$ cat src/rtl/apb_regfile_param.sv
// APB slave register file: CTRL lock register plus NUM_REGS data registers with wait states and error response.
// Optional byte-lane strobes are enabled by defining APB_REGFILE_PSTRB_EN.
module apb_regfile_param #(
   parameter int                           NUM_REGS    = 4,
   parameter int                           DATA_W      = 32,
   parameter int                           ADDR_W      = 32,
   parameter int                           WAIT_CYCLES = 0,
   parameter logic [NUM_REGS*DATA_W-1:0]   RESET_VALS  = {32'h0000_FFFF, 32'hA5A5_0000,
                                                          32'h1234_9876, 32'h5A5A_0000},
   parameter logic [NUM_REGS-1:0]          RO_MASK     = 4'b0001
) (
   input  logic                pclk,
   input  logic                preset,
   input  logic [ADDR_W-1:0]   paddr,
   input  logic [DATA_W-1:0]   pwdata,
`ifdef APB_REGFILE_PSTRB_EN
   input  logic [DATA_W/8-1:0] pstrb,
`endif
   input  logic                psel,
   input  logic                penable,
   input  logic                pwrite,
   output logic                pready,
   output logic [DATA_W-1:0]   prdata,
   output logic                pslverr
);

   localparam logic [1:0] ST_IDLE = 2'd0;
   localparam logic [1:0] ST_WAIT = 2'd1;
   localparam logic [1:0] ST_DONE = 2'd2;

   localparam int                CTRL_RD_W = (NUM_REGS < DATA_W) ? NUM_REGS : DATA_W;
   localparam logic [ADDR_W-1:0] MAX_ADDR  = ADDR_W'(4 * NUM_REGS);
   // The IDLE cycle already counts as one access cycle, so WAIT holds one cycle fewer than WAIT_CYCLES+1.
   localparam logic [3:0]        WAIT_INIT = (WAIT_CYCLES == 0) ? 4'd0 : 4'(WAIT_CYCLES - 1);

   logic [1:0]        state_q, state_d;
   logic [3:0]        cnt_q, cnt_d;
   logic              pready_q, pready_d;
   logic [DATA_W-1:0] prdata_q, prdata_d;
   logic              pslverr_q, pslverr_d;
   logic [NUM_REGS-1:0] ctrl_q, ctrl_d;
   logic [DATA_W-1:0] regs_q [NUM_REGS];
   logic [DATA_W-1:0] regs_d [NUM_REGS];

   logic              wr_pend_q, wr_pend_d;
   logic              wr_ctrl_q, wr_ctrl_d;
   logic [3:0]        wr_idx_q, wr_idx_d;
   logic [DATA_W-1:0] wr_data_q, wr_data_d;
   logic [DATA_W-1:0] wr_mask_q, wr_mask_d;

   logic              addr_ok;
   logic              is_ctrl;
   logic              locked;
   logic              acc_err;
   logic              respond;
   logic [3:0]        reg_idx;
   logic [DATA_W-1:0] rd_word;
   logic [DATA_W-1:0] wr_mask;

   function automatic logic [DATA_W-1:0] merge_bits(input logic [DATA_W-1:0] old_v,
                                                    input logic [DATA_W-1:0] new_v,
                                                    input logic [DATA_W-1:0] mask);
      merge_bits = (old_v & ~mask) | (new_v & mask);
   endfunction

`ifdef APB_REGFILE_PSTRB_EN
   function automatic logic [DATA_W-1:0] lane_mask(input logic [DATA_W/8-1:0] strb);
      for (int k = 0; k < DATA_W; k++) begin
         lane_mask[k] = strb[k/8];
      end
   endfunction

   assign wr_mask = lane_mask(pstrb);
`else
   assign wr_mask = '1;
`endif

   assign addr_ok = (paddr[1:0] == 2'b00) && (paddr <= MAX_ADDR);
   assign is_ctrl = (paddr[ADDR_W-1:2] == '0);
   assign reg_idx = 4'(paddr[6:2] - 5'd1);

   always_comb begin
      rd_word = '0;
      locked  = 1'b0;
      if (is_ctrl) begin
         for (int b = 0; b < CTRL_RD_W; b++) begin
            rd_word[b] = ctrl_q[b];
         end
      end else begin
         for (int i = 0; i < NUM_REGS; i++) begin
            if (reg_idx == 4'(i)) begin
               rd_word = regs_q[i];
               locked  = RO_MASK[i] | ctrl_q[i];
            end
         end
      end
   end

   // CTRL is never locked; only data registers honour RO_MASK and the lock bits.
   assign acc_err = !addr_ok || (pwrite && !is_ctrl && locked);

   always_comb begin
      state_d   = state_q;
      cnt_d     = cnt_q;
      pready_d  = 1'b0;
      prdata_d  = '0;
      pslverr_d = 1'b0;
      ctrl_d    = ctrl_q;
      regs_d    = regs_q;
      wr_pend_d = 1'b0;
      wr_ctrl_d = wr_ctrl_q;
      wr_idx_d  = wr_idx_q;
      wr_data_d = wr_data_q;
      wr_mask_d = wr_mask_q;
      respond   = 1'b0;

      case (state_q)
         ST_IDLE: begin
            if (psel && penable) begin
               if (WAIT_CYCLES == 0) begin
                  respond = 1'b1;
                  state_d = ST_DONE;
               end else begin
                  cnt_d   = WAIT_INIT;
                  state_d = ST_WAIT;
               end
            end
         end
         ST_WAIT: begin
            if (!psel) begin
               cnt_d   = '0;
               state_d = ST_IDLE;
            end else if (cnt_q == 4'd0) begin
               respond = 1'b1;
               state_d = ST_DONE;
            end else begin
               cnt_d = cnt_q - 4'd1;
            end
         end
         ST_DONE: begin
            state_d = ST_IDLE;
            if (wr_pend_q) begin
               if (wr_ctrl_q) begin
                  for (int b = 0; b < CTRL_RD_W; b++) begin
                     if (wr_mask_q[b]) ctrl_d[b] = wr_data_q[b];
                  end
               end else begin
                  for (int i = 0; i < NUM_REGS; i++) begin
                     if (wr_idx_q == 4'(i)) regs_d[i] = merge_bits(regs_q[i], wr_data_q, wr_mask_q);
                  end
               end
            end
         end
         default: state_d = ST_IDLE;
      endcase

      // The response and the pending write are both captured from the bus at the same edge.
      if (respond) begin
         pready_d  = 1'b1;
         pslverr_d = acc_err;
         prdata_d  = (!pwrite && !acc_err) ? rd_word : '0;
         wr_pend_d = pwrite && !acc_err;
         wr_ctrl_d = is_ctrl;
         wr_idx_d  = reg_idx;
         wr_data_d = pwdata;
         wr_mask_d = wr_mask;
      end
   end

   always_ff @(posedge pclk) begin
      if (preset) begin
         state_q   <= ST_IDLE;
         cnt_q     <= '0;
         pready_q  <= 1'b0;
         prdata_q  <= '0;
         pslverr_q <= 1'b0;
         ctrl_q    <= '0;
         wr_pend_q <= 1'b0;
         for (int i = 0; i < NUM_REGS; i++) begin
            regs_q[i] <= RESET_VALS[i*DATA_W +: DATA_W];
         end
      end else begin
         state_q   <= state_d;
         cnt_q     <= cnt_d;
         pready_q  <= pready_d;
         prdata_q  <= prdata_d;
         pslverr_q <= pslverr_d;
         ctrl_q    <= ctrl_d;
         wr_pend_q <= wr_pend_d;
         regs_q    <= regs_d;
      end
   end

   // Write payload needs no reset: it is only consumed when wr_pend_q is set.
   always_ff @(posedge pclk) begin
      wr_ctrl_q <= wr_ctrl_d;
      wr_idx_q  <= wr_idx_d;
      wr_data_q <= wr_data_d;
      wr_mask_q <= wr_mask_d;
   end

   assign pready  = pready_q;
   assign prdata  = prdata_q;
   assign pslverr = pslverr_q;

endmodule

$ cat config.mk
export PLATFORM = sky130hd
export DESIGN_NAME = apb_regfile_param
export DESIGN_NICKNAME = d
export VERILOG_FILES = /design/src/rtl/apb_regfile_param.sv
export SDC_FILE = /design/constraint.sdc
export NUM_CORES = 1
export LEC_CHECK = 0
export CAP_MARGIN = 10
export CELL_PAD_IN_SITES_DETAIL_PLACEMENT = 0
export CELL_PAD_IN_SITES_GLOBAL_PLACEMENT = 1
export CORE_MARGIN = 4
export CORE_UTILIZATION = 44
export CTS_BUF_LIST = sky130_fd_sc_hd__clkbuf_8
export DETAILED_ROUTE_END_ITERATION = 12
export DONT_BUFFER_PORTS = 1
export GPL_ROUTABILITY_DRIVEN = 0
export GPL_TIMING_DRIVEN = 0
export PLACE_DENSITY_LB_ADDON = 0.1
export SLEW_MARGIN = 5
export SYNTH_ARGS = -nofsm -noshare
export SYNTH_HDL_FRONTEND = slang
export SYNTH_SLANG_ARGS = --single-unit
$ cat constraint.sdc
create_clock -name pclk -period 3.35 [get_ports pclk]
set_clock_uncertainty 0.2 [all_clocks]
set_input_delay 0.335 -clock pclk [delete_from_list [all_inputs] [get_ports pclk]]
set_output_delay 0.335 -clock pclk [all_outputs]
set_load 0.01 [all_outputs]
# Word level (Yosys, flattened, before mapping)

Cells that the tools add are included.

Bits in registers: 210
Bits of input ports: 69
Output and inout port bits: 34
Word-level logic and storage cells: 83

Add/sub/neg operators: 2
Order comparisons: 1
Equal/unequal tests: 11
Mux-type cells: 21
Bitwise logic cells: 3
Reductions and logical operators: 27

Operators with widths:

| cell                                                                    | count |
|---|---|
| 32-bit 2-to-1 mux                                                       | 4 |
| 32-bit by 5-bit <= comparator with 1-bit output (second input constant) | 1 |
| 30-bit zero test                                                        | 1 |
| 4-bit by 2-bit equality test with 1-bit output (second input constant)  | 4 |
| 4-bit AND reduction                                                     | 4 |
| 4-bit zero test                                                         | 3 |
| 4-bit 2-to-1 mux                                                        | 3 |
| 1-bit 2-to-1 mux                                                        | 9 |
| 4-bit by 1-bit equality test with 1-bit output (second input constant)  | 2 |
| 4-bit by 1-bit subtractor with 4-bit output (second input constant)     | 2 |
| 1-bit logical AND                                                       | 6 |
| 2-bit 2-to-1 mux                                                        | 3 |
| 1-bit zero test                                                         | 4 |
| 2-bit zero test                                                         | 2 |
| 2-bit inequality test (second input constant)                           | 2 |
| 2-bit case mux with 2 select lines                                      | 1 |
| 2-bit AND reduction                                                     | 2 |
| 4-bit OR reduction                                                      | 1 |
| 3-bit inequality test (second input constant)                           | 1 |
| 1-bit NOT                                                               | 3 |
| 3-bit AND reduction                                                     | 1 |
| 3-bit OR reduction                                                      | 1 |
| 2-bit by 1-bit equality test with 1-bit output (second input constant)  | 1 |
| 2-bit equality test (second input constant)                             | 1 |
| other kinds (3)                                                         | 3 |

# Depth between registers and ports, before layout

Gate-level depths: netlist of the first run.

Word-level depth: 13
Depth in mapped cells: 9
Gate-level depth less buffers: 7

# Worst setup path after synthesis of the first run

No wires, ideal clock.

Path kind: input -> register
From: input port paddr[2]
To: register prdata_q[13], in the netlist prdata[13]
Setup time: 64 ps
Arrival: 1916 ps
Data required time: 3086 ps
Setup slack: 1171 ps
Cell stages on the path: 8
Buffers on the path: 1
Cell sequence: inv_1 > ha_1 > nor2b_4 > or4b_4 > nor4_4 > nand4b_4 > buf_6 > nor2_2

Longest elaborated chain between the ends: 13
Elaborated cells between the ends (all ways): 26
Those cells by class: add/sub: 1; order compare: 1; eq/ne: 3; mux: 9; bitwise: 1; reduce/logical: 11

RTL lines:

| element                                     | RTL line | text |
|---|---|---|
| start, declared                             | 14       | `input logic [ADDR_W-1:0] paddr,` |
| 4-bit by 1-bit subtractor with 4-bit output | 80       | `assign reg_idx = 4'(paddr[6:2] - 5'd1);` |
| 4-bit zero test                             | 91       | `if (reg_idx == 4'(i)) begin` |
| 1-bit 2-to-1 mux (4 in a row)               | 91       |  |
| 1-bit 2-to-1 mux                            | 85       | `if (is_ctrl) begin` |
| 1-bit logical AND                           | 100      | `assign acc_err = !addr_ok \|\| (pwrite && !is_ctrl && locked);` |
| 1-bit logical OR                            | 100      |  |
| 1-bit zero test                             | 161      | `prdata_d = (!pwrite && !acc_err) ? rd_word : '0;` |
| 1-bit logical AND                           | 161      |  |
| 1-bit NOT (no source line)                  | -        |  |
| 4-bit OR reduction (no source line)         | -        |  |
| end signal, assigned                        | 186      | `prdata_q <= prdata_d;` |
| end, declared                               | 39       | `logic [DATA_W-1:0] prdata_q, prdata_d;` |

Parallel ways exist; a longest one is shown, timed or not.
A chain may end at the register's enable or synchronous reset.

# Worst setup path after layout of the first run

From: input port paddr[2]
To: register prdata_q[18], in the netlist prdata[18]

Longest elaborated chain between the ends: 13
Elaborated cells between the ends (all ways): 26
Those cells by class: add/sub: 1; order compare: 1; eq/ne: 3; mux: 9; bitwise: 1; reduce/logical: 11

RTL lines:

| element                                         | RTL line | text |
|---|---|---|
| 4-bit by 1-bit subtractor with 4-bit output (*) | 80       |  |
| named net reg_idx[0]                            | 56       | `logic [3:0] reg_idx;` |
| 4-bit zero test                                 | 91       |  |
| 1-bit 2-to-1 mux (4 in a row)                   | 91       |  |
| 1-bit 2-to-1 mux                                | 85       |  |
| 1-bit logical AND                               | 100      |  |
| 1-bit logical OR                                | 100      |  |
| 1-bit zero test                                 | 161      |  |
| 1-bit logical AND                               | 161      |  |
| 1-bit NOT (no source line)                      | -        |  |
| 4-bit OR reduction (no source line)             | -        |  |

Mark *: on every way through the listed nets, which the timed path passes. The rest lies on a longest branch.

==> impl_metrics.json, run 1 <==
{
  "synth-async-reset-ratio_pct": 0,
  "antenna_cells": 0,
  "wl_um": 23500,
  "yosysTopAreaCell": "dfxtp_1",
  "vias": 6842,
  "syn2layout_area_growth_pct": 16.3,
  "yosysSeqAreaShare_pct": 54.3,
  "avgSynthCellArea_um2": 8.96,
  "final_max_slew_viol_count": 0,
  "max_cap_viol_count": 0,
  "cp_common_cell": "clkbuf_1",
  "cp-end-kind": "register",
  "dp_hpwl_um": 15800,
  "r2r-end": "regs_q[8]",
  "start_util_pct": 45.2,
  "synth_mux_area_share_pct": 3.89,
  "ys_top_cells_by_count": "nand2_1 (287), dfxtp_1 (168), a21oi_1 (116), clkbuf_1 (47), nand3b_1 (47)",
  "synth_top_area_share_pct": 40.8,
  "worstPathCellList": "dlygate4sd3_1 -> inv_1 -> ha_1 -> clkbuf_1 -> clkbuf_1 -> clkbuf_1 -> a21oi_1 -> o21ai_0 -> mux2i_1 -> nor2_2",
  "reg2reg_depth": 6,
  "crit_path_max_incr_delay_ns": 0.55,
  "powerDensity_mw_per_mm2": 509,
  "ys_top_cells_by_area": "dfxtp_1 (41%), edfxtp_1 (13%), nand2_1 (13%)",
  "clkTransAtPathRegs_ns": 0.06,
  "die_x_um": 145,
  "ys.flop_type": "dfxtp_1",
  "numCtsBuffers": 36,
  "ys_warn_count": 0,
  "synthSimpleGateAreaFrac_pct": 27.0,
  "grt_overflow": 0,
  "synth.most_common_cell": "nand2_1",
  "antenna_left": 0,
  "worstPathArrival_ns": 3.16,
  "firstDrtPassIters": 5,
  "required_ns": 3.60,
  "rrSetupSlack_ns": 0.84,
  "layout-drive-gt1-share_pct": 8.31,
  "synthCells": 919,
  "tns_ns": 0,
  "cts.sinks": 205,
  "synth-compound-area-share_pct": 10.1,
  "setup_viol": 0,
  "cts_root_buf": "clkbuf_8",
  "synth_top_family_by_area": "simple AND/OR/NAND/NOR gates",
  "rsz0062_at_grt": "no",
  "io_buffer_count": 0,
  "grt_max_degree": 38,
  "clockBufferDepth": 3,
  "r2r-start": "wr_ctrl_q",
  "synth-seq-cells": 205,
  "grt_pass1_wl_um": 36500,
  "hold_path_startpoint": "paddr[3]",
  "p_leak_nw": 3.67,
  "clock_latency_ns": 0.51,
  "fmax_mhz": 344,
  "route.detailed.drc": 0,
  "fp-row-count": 49,
  "startpoint_type": "input pin",
  "synth_xor_area_share_pct": 0.213,
  "worstSetupPathType": "in -> reg",
  "drt_iter0_markers": 420,
  "finalHoldViolCount": 0,
  "grtUsageTotal_pct": 22.6,
  "wl_per_cell_um": 18.8,
  "hold_path.class": "in -> reg",
  "io_pins": 103,
  "coreArea_mm2": 0.0182,
  "synth_edf_count": 37,
  "synthAdderAreaFrac_pct": 0.760,
  "die_h_um": 145,
  "worstHoldPathCells": 3,
  "cp_slowest_cell": "dlygate4sd3_1",
  "synth_cell_type_count": 42,
  "grt_pass1_vias": 6819,
  "synth_nets": 993,
  "slew_headroom_pct": 36.1,
  "hold_end": "wr_idx_q[1]",
  "period_needed_ns": 2.91,
  "cts-htree-levels": 2,
  "nets": 1072,
  "tightest_slew_ns": 0.959,
  "via_per_inst": 5.46,
  "fin_crit_sh_pct": 86.9,
  "cp_max_fo": 10,
  "syn_area_mm2": 0.00824,
  "ir_drop_uv": 361,
  "outcome": "complete, no violations",
  "tritoncts": "done",
  "antenna_found_initial": 0,
  "power_mw": 4.87,
  "dieArea_mm2": 0.0210
}
## flip-flops by register name (all words and copies together) (netlist names)
| name | cells |
|---|---|
| state_q | 1 |
| wr_ctrl_q | 1 |
| regs_q | 128 |
| wr_idx_q | 4 |
| pready | 1 |
| wr_pend_q | 1 |
| ctrl_q | 4 |
| pslverr | 1 |
| wr_data_q | 32 |
| prdata | 32 |
## worst max path at each step
stage                     startpoint    endpoint  slack, ns  cells after the start
after floorplan             paddr[2]  prdata[13]       1.17                      8
after global placement      paddr[2]  prdata[18]       0.49                      9
after detailed placement    paddr[2]  prdata[18]       0.47                      9
after CTS                   paddr[2]  prdata[18]       0.43                     10
after global routing        paddr[2]  prdata[10]       0.23                     10
final                       paddr[2]  prdata[18]       0.44                     10
## cell type report
cell class                      count  area [um^2]
Multi-Input combinational cell    643         3450
Tap cell                          229          287
Clock buffer                       40          551
Timing Repair Buffer               41          410
Fill cell                        1668         8630
Clock inverter                     23         92.6
Buffer                             66          288
Sequential cell                   205         4470
Inverter                            5         18.8
## power breakdown
| group | total (mW) | internal [mW] | switching (mW) |
|---|---|---|---|
| registers | 2.56 | 2.54 | 0.0259 |
| clock network | 2.07 | 1.09 | 0.979 |
| logic | 0.242 | 0.0965 | 0.146 |
| total | 4.87 | 3.72 | 1.15 |
## layer usage
metal / routed length, um / vias up / global-route usage, % / share of wire [%]
met2: 11300 / 197 / 37.6 / 48
met3: 1150 / 51 / 3.88 / 4.9
met4: 663 / 0 / 8.59 / 2.8
li1: - / 3268 / - / -
met5: 0 / - / 0 / 0
met1: 10300 / 3326 / 29.6 / 44
## stage by stage
step | util (%) | cells | hold slack [ns] | instance area (um^2) | setup slack [ns]
global placement | 46.8 | 1148 | 0.234 | 8520 | 0.489
detailed placement | 46.8 | 1148 | 0.234 | 8520 | 0.472
global route | 52.6 | 1252 | 0.0407 | 9580 | 0.233
finish | 52.6 | 1252 | 0.0269 | 9580 | 0.439
CTS | 52.6 | 1252 | 0.000908 | 9580 | 0.431
floorplan | - | 919 | 0.232 | 8240 | 1.17
## repair_timing
action	4_1_cts	5_1_grt
setup buffers	0	0
hold endpoints to repair	50	0
gates resized for setup	0	0
hold buffers	41	0
## cell usage in the layout, fill, tap and decap left out, types with 2 or more instances in the layout
| master | n |
|---|---|
| nor3_1 | 9 |
| inv_1 | 22 |
| nor2_2 | 11 |
| nor3b_2 | 2 |
| xor2_1 | 2 |
| a22oi_1 | 4 |
| clkbuf_1 | 47 |
| a21oi_1 | 116 |
| nor4_1 | 6 |
| nand3b_1 | 47 |
| or3_1 | 2 |
| clkbuf_8 | 40 |
| dfxtp_1 | 168 |
| nor2b_1 | 6 |
| buf_1 | 2 |
| dlygate4sd3_1 | 41 |
| buf_6 | 3 |
| nand3_1 | 3 |
| a221oi_1 | 4 |
| mux2i_1 | 32 |
| and3b_1 | 28 |
| and3_1 | 2 |
| nor4_2 | 2 |
| o21ai_0 | 30 |
| or4_1 | 3 |
| nor2_1 | 25 |
| nand2_1 | 287 |
| buf_2 | 14 |
| edfxtp_1 | 37 |
| ha_1 | 5 |
| clkinv_2 | 5 |
| nand4_1 | 4 |
## worst max-delay path, delay by kind of cell
kind	cells	cell delay [ns]
AO/OA/AOI/OAI	2	0.40
adder cells (fa/ha/maj)	1	0.15
buffers and inverters	5	2.00
multiplexers	1	0.15
AND/OR/NAND/NOR	1	0.11
## logic make-up (layout without fill, tap and decap cells)
group | Yosys count | in the layout
DFF | 205 | 205
and+or+nand+nor | 446 | 446
xor gates and xnor gates | 2 | 2
AOI/OAI and AO/OA | 158 | 158
adders and majority gates | 5 | 5
muxes | 32 | 32
buffers and inverters | 71 | 175
(Power assumes the default switching activity.)
==> run 2: changes to the inputs <==
Settings changed: ABC_AREA set to 1.
==> impl_metrics.json, run 2 <==
{
  "cts_resized": 0,
  "wl_per_cell_um": 18.2,
  "avgSynthCellArea_um2": 8.04,
  "antenna_left": 0,
  "design_area_mm2": 0.00952,
  "layout-drive-gt1-share_pct": 7.42,
  "ys_top_cells_by_count": "nor2_1 (185), dfxtp_1 (168), nand2_1 (144), o21ai_0 (117), nand3_1 (103)",
  "grt_overflow": 0,
  "powerDensity_mw_per_mm2": 520,
  "yosysTopAreaCell": "dfxtp_1",
  "startpoint_type": "input pin",
  "drt_iter0_markers": 536,
  "finalHoldViolCount": 0,
  "cp_slowest_cell": "dlygate4sd3_1",
  "tightest_slew_ns": 0.937,
  "p_clk_share_pct": 43.9,
  "firstDrtPassIters": 5,
  "synth-seq-cells": 205,
  "yosysSeqAreaShare_pct": 54.9,
  "crit_path_max_incr_delay_ns": 0.59,
  "wl_um": 24500,
  "worstHoldPathCells": 5,
  "largest_reg_flops": 128,
  "cts.sinks": 205,
  "cp_top_family": "simple AND/OR/NAND/NOR gates",
  "nets": 1164,
  "fin_crit_sh_pct": 85.9,
  "path_buf_inv": 3,
  "cts_setup_buffers": 0,
  "final_cell_mix": "nor2_1 (184), dfxtp_1 (168), nand2_1 (144)",
  "final_common_cell": "nor2_1",
  "cp-end-kind": "register",
  "period_needed_ns": 2.88,
  "reg2reg_depth": 8,
  "place_area_mm2": 0.00846,
  "antenna_cells": 0,
  "cp_max_fo": 13,
  "fmax_mhz": 347,
  "path_depth": 9,
  "clkTransAtPathRegs_ns": 0.06,
  "dp_hpwl_um": 16100,
  "start_util_pct": 45.1,
  "synth_top_area_share_pct": 41.3,
  "cts_root_buf": "clkbuf_8",
  "io_pins": 103,
  "final_max_slew_viol_count": 0,
  "die_h_um": 144,
  "p_seq_share_pct": 51.6,
  "numCtsBuffers": 37,
  "worstPathCellList": "dlygate4sd3_1 -> nand2_1 -> dlygate4sd3_1 -> nor2_4 -> nand2_1 -> nor2_1 -> nand4_4 -> buf_6 -> nor2_1",
  "syn_area_mm2": 0.00815,
  "dieArea_mm2": 0.0208,
  "setup_viol": 0,
  "ys_top_cells_by_area": "dfxtp_1 (41%), edfxtp_1 (14%), nor2_1 (8.5%)",
  "ys.flop_type": "dfxtp_1",
  "setup_slack_ns": 0.471,
  "die_x_um": 144,
  "fp-row-count": 49,
  "swShare_pct": 24.1,
  "hold_path.class": "in -> reg",
  "coreArea_mm2": 0.0181,
  "max_cap_viol_count": 0,
  "ys_warn_count": 0,
  "synth_edf_count": 37,
  "dp_slack_ns": 0.616,
  "vias": 7072,
  "rsz0062_at_grt": "no",
  "p_leak_nw": 4.08,
  "antenna_found_initial": 0,
  "combPwrFrac_pct": 4.5,
  "grtUsageTotal_pct": 23.9,
  "worstPathArrival_ns": 3.11,
  "grt_max_degree": 27,
  "via_per_inst": 5.25,
  "tritoncts": "done",
  "num-fill-cells": 1798,
  "regMostFlops": "regs_q",
  "syn2layout_area_growth_pct": 16.8,
  "worstSetupPathType": "in -> reg",
  "slew_headroom_pct": 37.0,
  "clockBufferDepth": 3,
  "synth_cell_type_count": 29,
  "synth-async-reset-ratio_pct": 0,
  "ir_drop_uv": 303,
  "p_int_mw": 3.76,
  "io_buffer_count": 0,
  "synth_nets": 1087,
  "route.detailed.drc": 0,
  "required_ns": 3.58,
  "cts-htree-levels": 2,
  "synth.most_common_cell": "nor2_1",
  "clock_latency_ns": 0.53,
  "grt_pass1_vias": 6782,
  "power.switching_mw": 1.20,
  "synthCells": 1013,
  "grt_pass1_wl_um": 38000,
  "outcome": "complete, no violations"
}
run 2: cell types whose count changed after synthesis, moves of 9 or more:
cell / before / now
a21oi_1: 116 / 52
and3b_1: 28 / 1
inv_1: 5 / 82
mux2i_1: 32 / 0
nand2_1: 287 / 144
nand3_1: 3 / 103
nand3b_1: 47 / 0
nand4_1: 4 / 13
nor2_1: 25 / 185
o211ai_1: 1 / 18
o21ai_0: 30 / 117
run 2: cell type report:
| class | count | area [um^2] | area share, % |
|---|---|---|---|
| Tap cell | 229 | 287 | 3.01 |
| Sequential cell | 205 | 4470 | 47.0 |
| Inverter | 86 | 323 | 3.39 |
| Multi-Input combinational cell | 660 | 3070 | 32.3 |
| Clock buffer | 42 | 578 | 6.07 |
| Clock inverter | 26 | 106 | 1.12 |
| Buffer | 62 | 284 | 2.98 |
| Timing Repair Buffer | 38 | 390 | 4.10 |
run 2: power groups by stage:
stage	Clock [mW]	Sequential [mW]	Combinational, mW
2_1_floorplan	0	2.60	0.121
3_3_place_gp	0	2.61	0.182
3_5_place_dp	0	2.61	0.186
4_1_cts	2.22	2.56	0.221
5_1_grt	2.35	2.56	0.246
6_report	2.17	2.56	0.222
run 2: final timing paths:
check,from,endpoint,slack (ns)
max reg2reg,wr_idx_q[3],regs_q[42],0.82
min,paddr[0],wr_pend_q,0.02
min reg2reg,regs_q[18],regs_q[18],0.25
max,penable,prdata[4],0.47
run 2: cell families after synthesis:
logic type               Yosys count  share of synthesized area, %
AO/OA/AOI/OAI                    194                          12.7
adder cells (fa/ha/maj)            5                         0.768
buffers and inverters            148                          7.45
flip-flops                       205                          54.9
AND/OR/NAND/NOR                  461                          24.2
run 2: worst register-to-register path: stages, from the launching register on:
cell      delay, ns
edfxtp_1       0.35
nor2_1         0.10
and3b_1        0.18
nand2_1        0.07
nor3_1         0.72
inv_1          0.21
clkbuf_1       0.35
nor2_1         0.17
nor2_1         0.06
run 2: layer usage:
metal	global-route usage (%)	vias up	share of wire, %
met4	5.70	0	1.5
met1	33.7	3313	47
met5	0	-	0
met2	38.9	240	45
met3	3.57	37	5.7
li1	-	3482	-
run 2: timing repair:
action / in CTS / in global routing
hold buffers: 37 / 0
hold endpoints to repair: 56 / 0
setup endpoints to repair: 0 / 0
run 2: stage by stage:
step	std cells	util (%)	hold slack (ns)	setup TNS (ns)	total power [mW]
4_1_cts	1348	52.6	0.00306	0	5.00
3_3_place_gp	1242	46.6	0.234	-60.24	2.80
6_report	1348	52.6	0.0209	0	4.95
2_1_floorplan	1013	-	0.224	0	2.72
3_5_place_dp	1243	46.8	0.234	0	2.80
5_1_grt	1348	52.6	0.0434	0	5.16
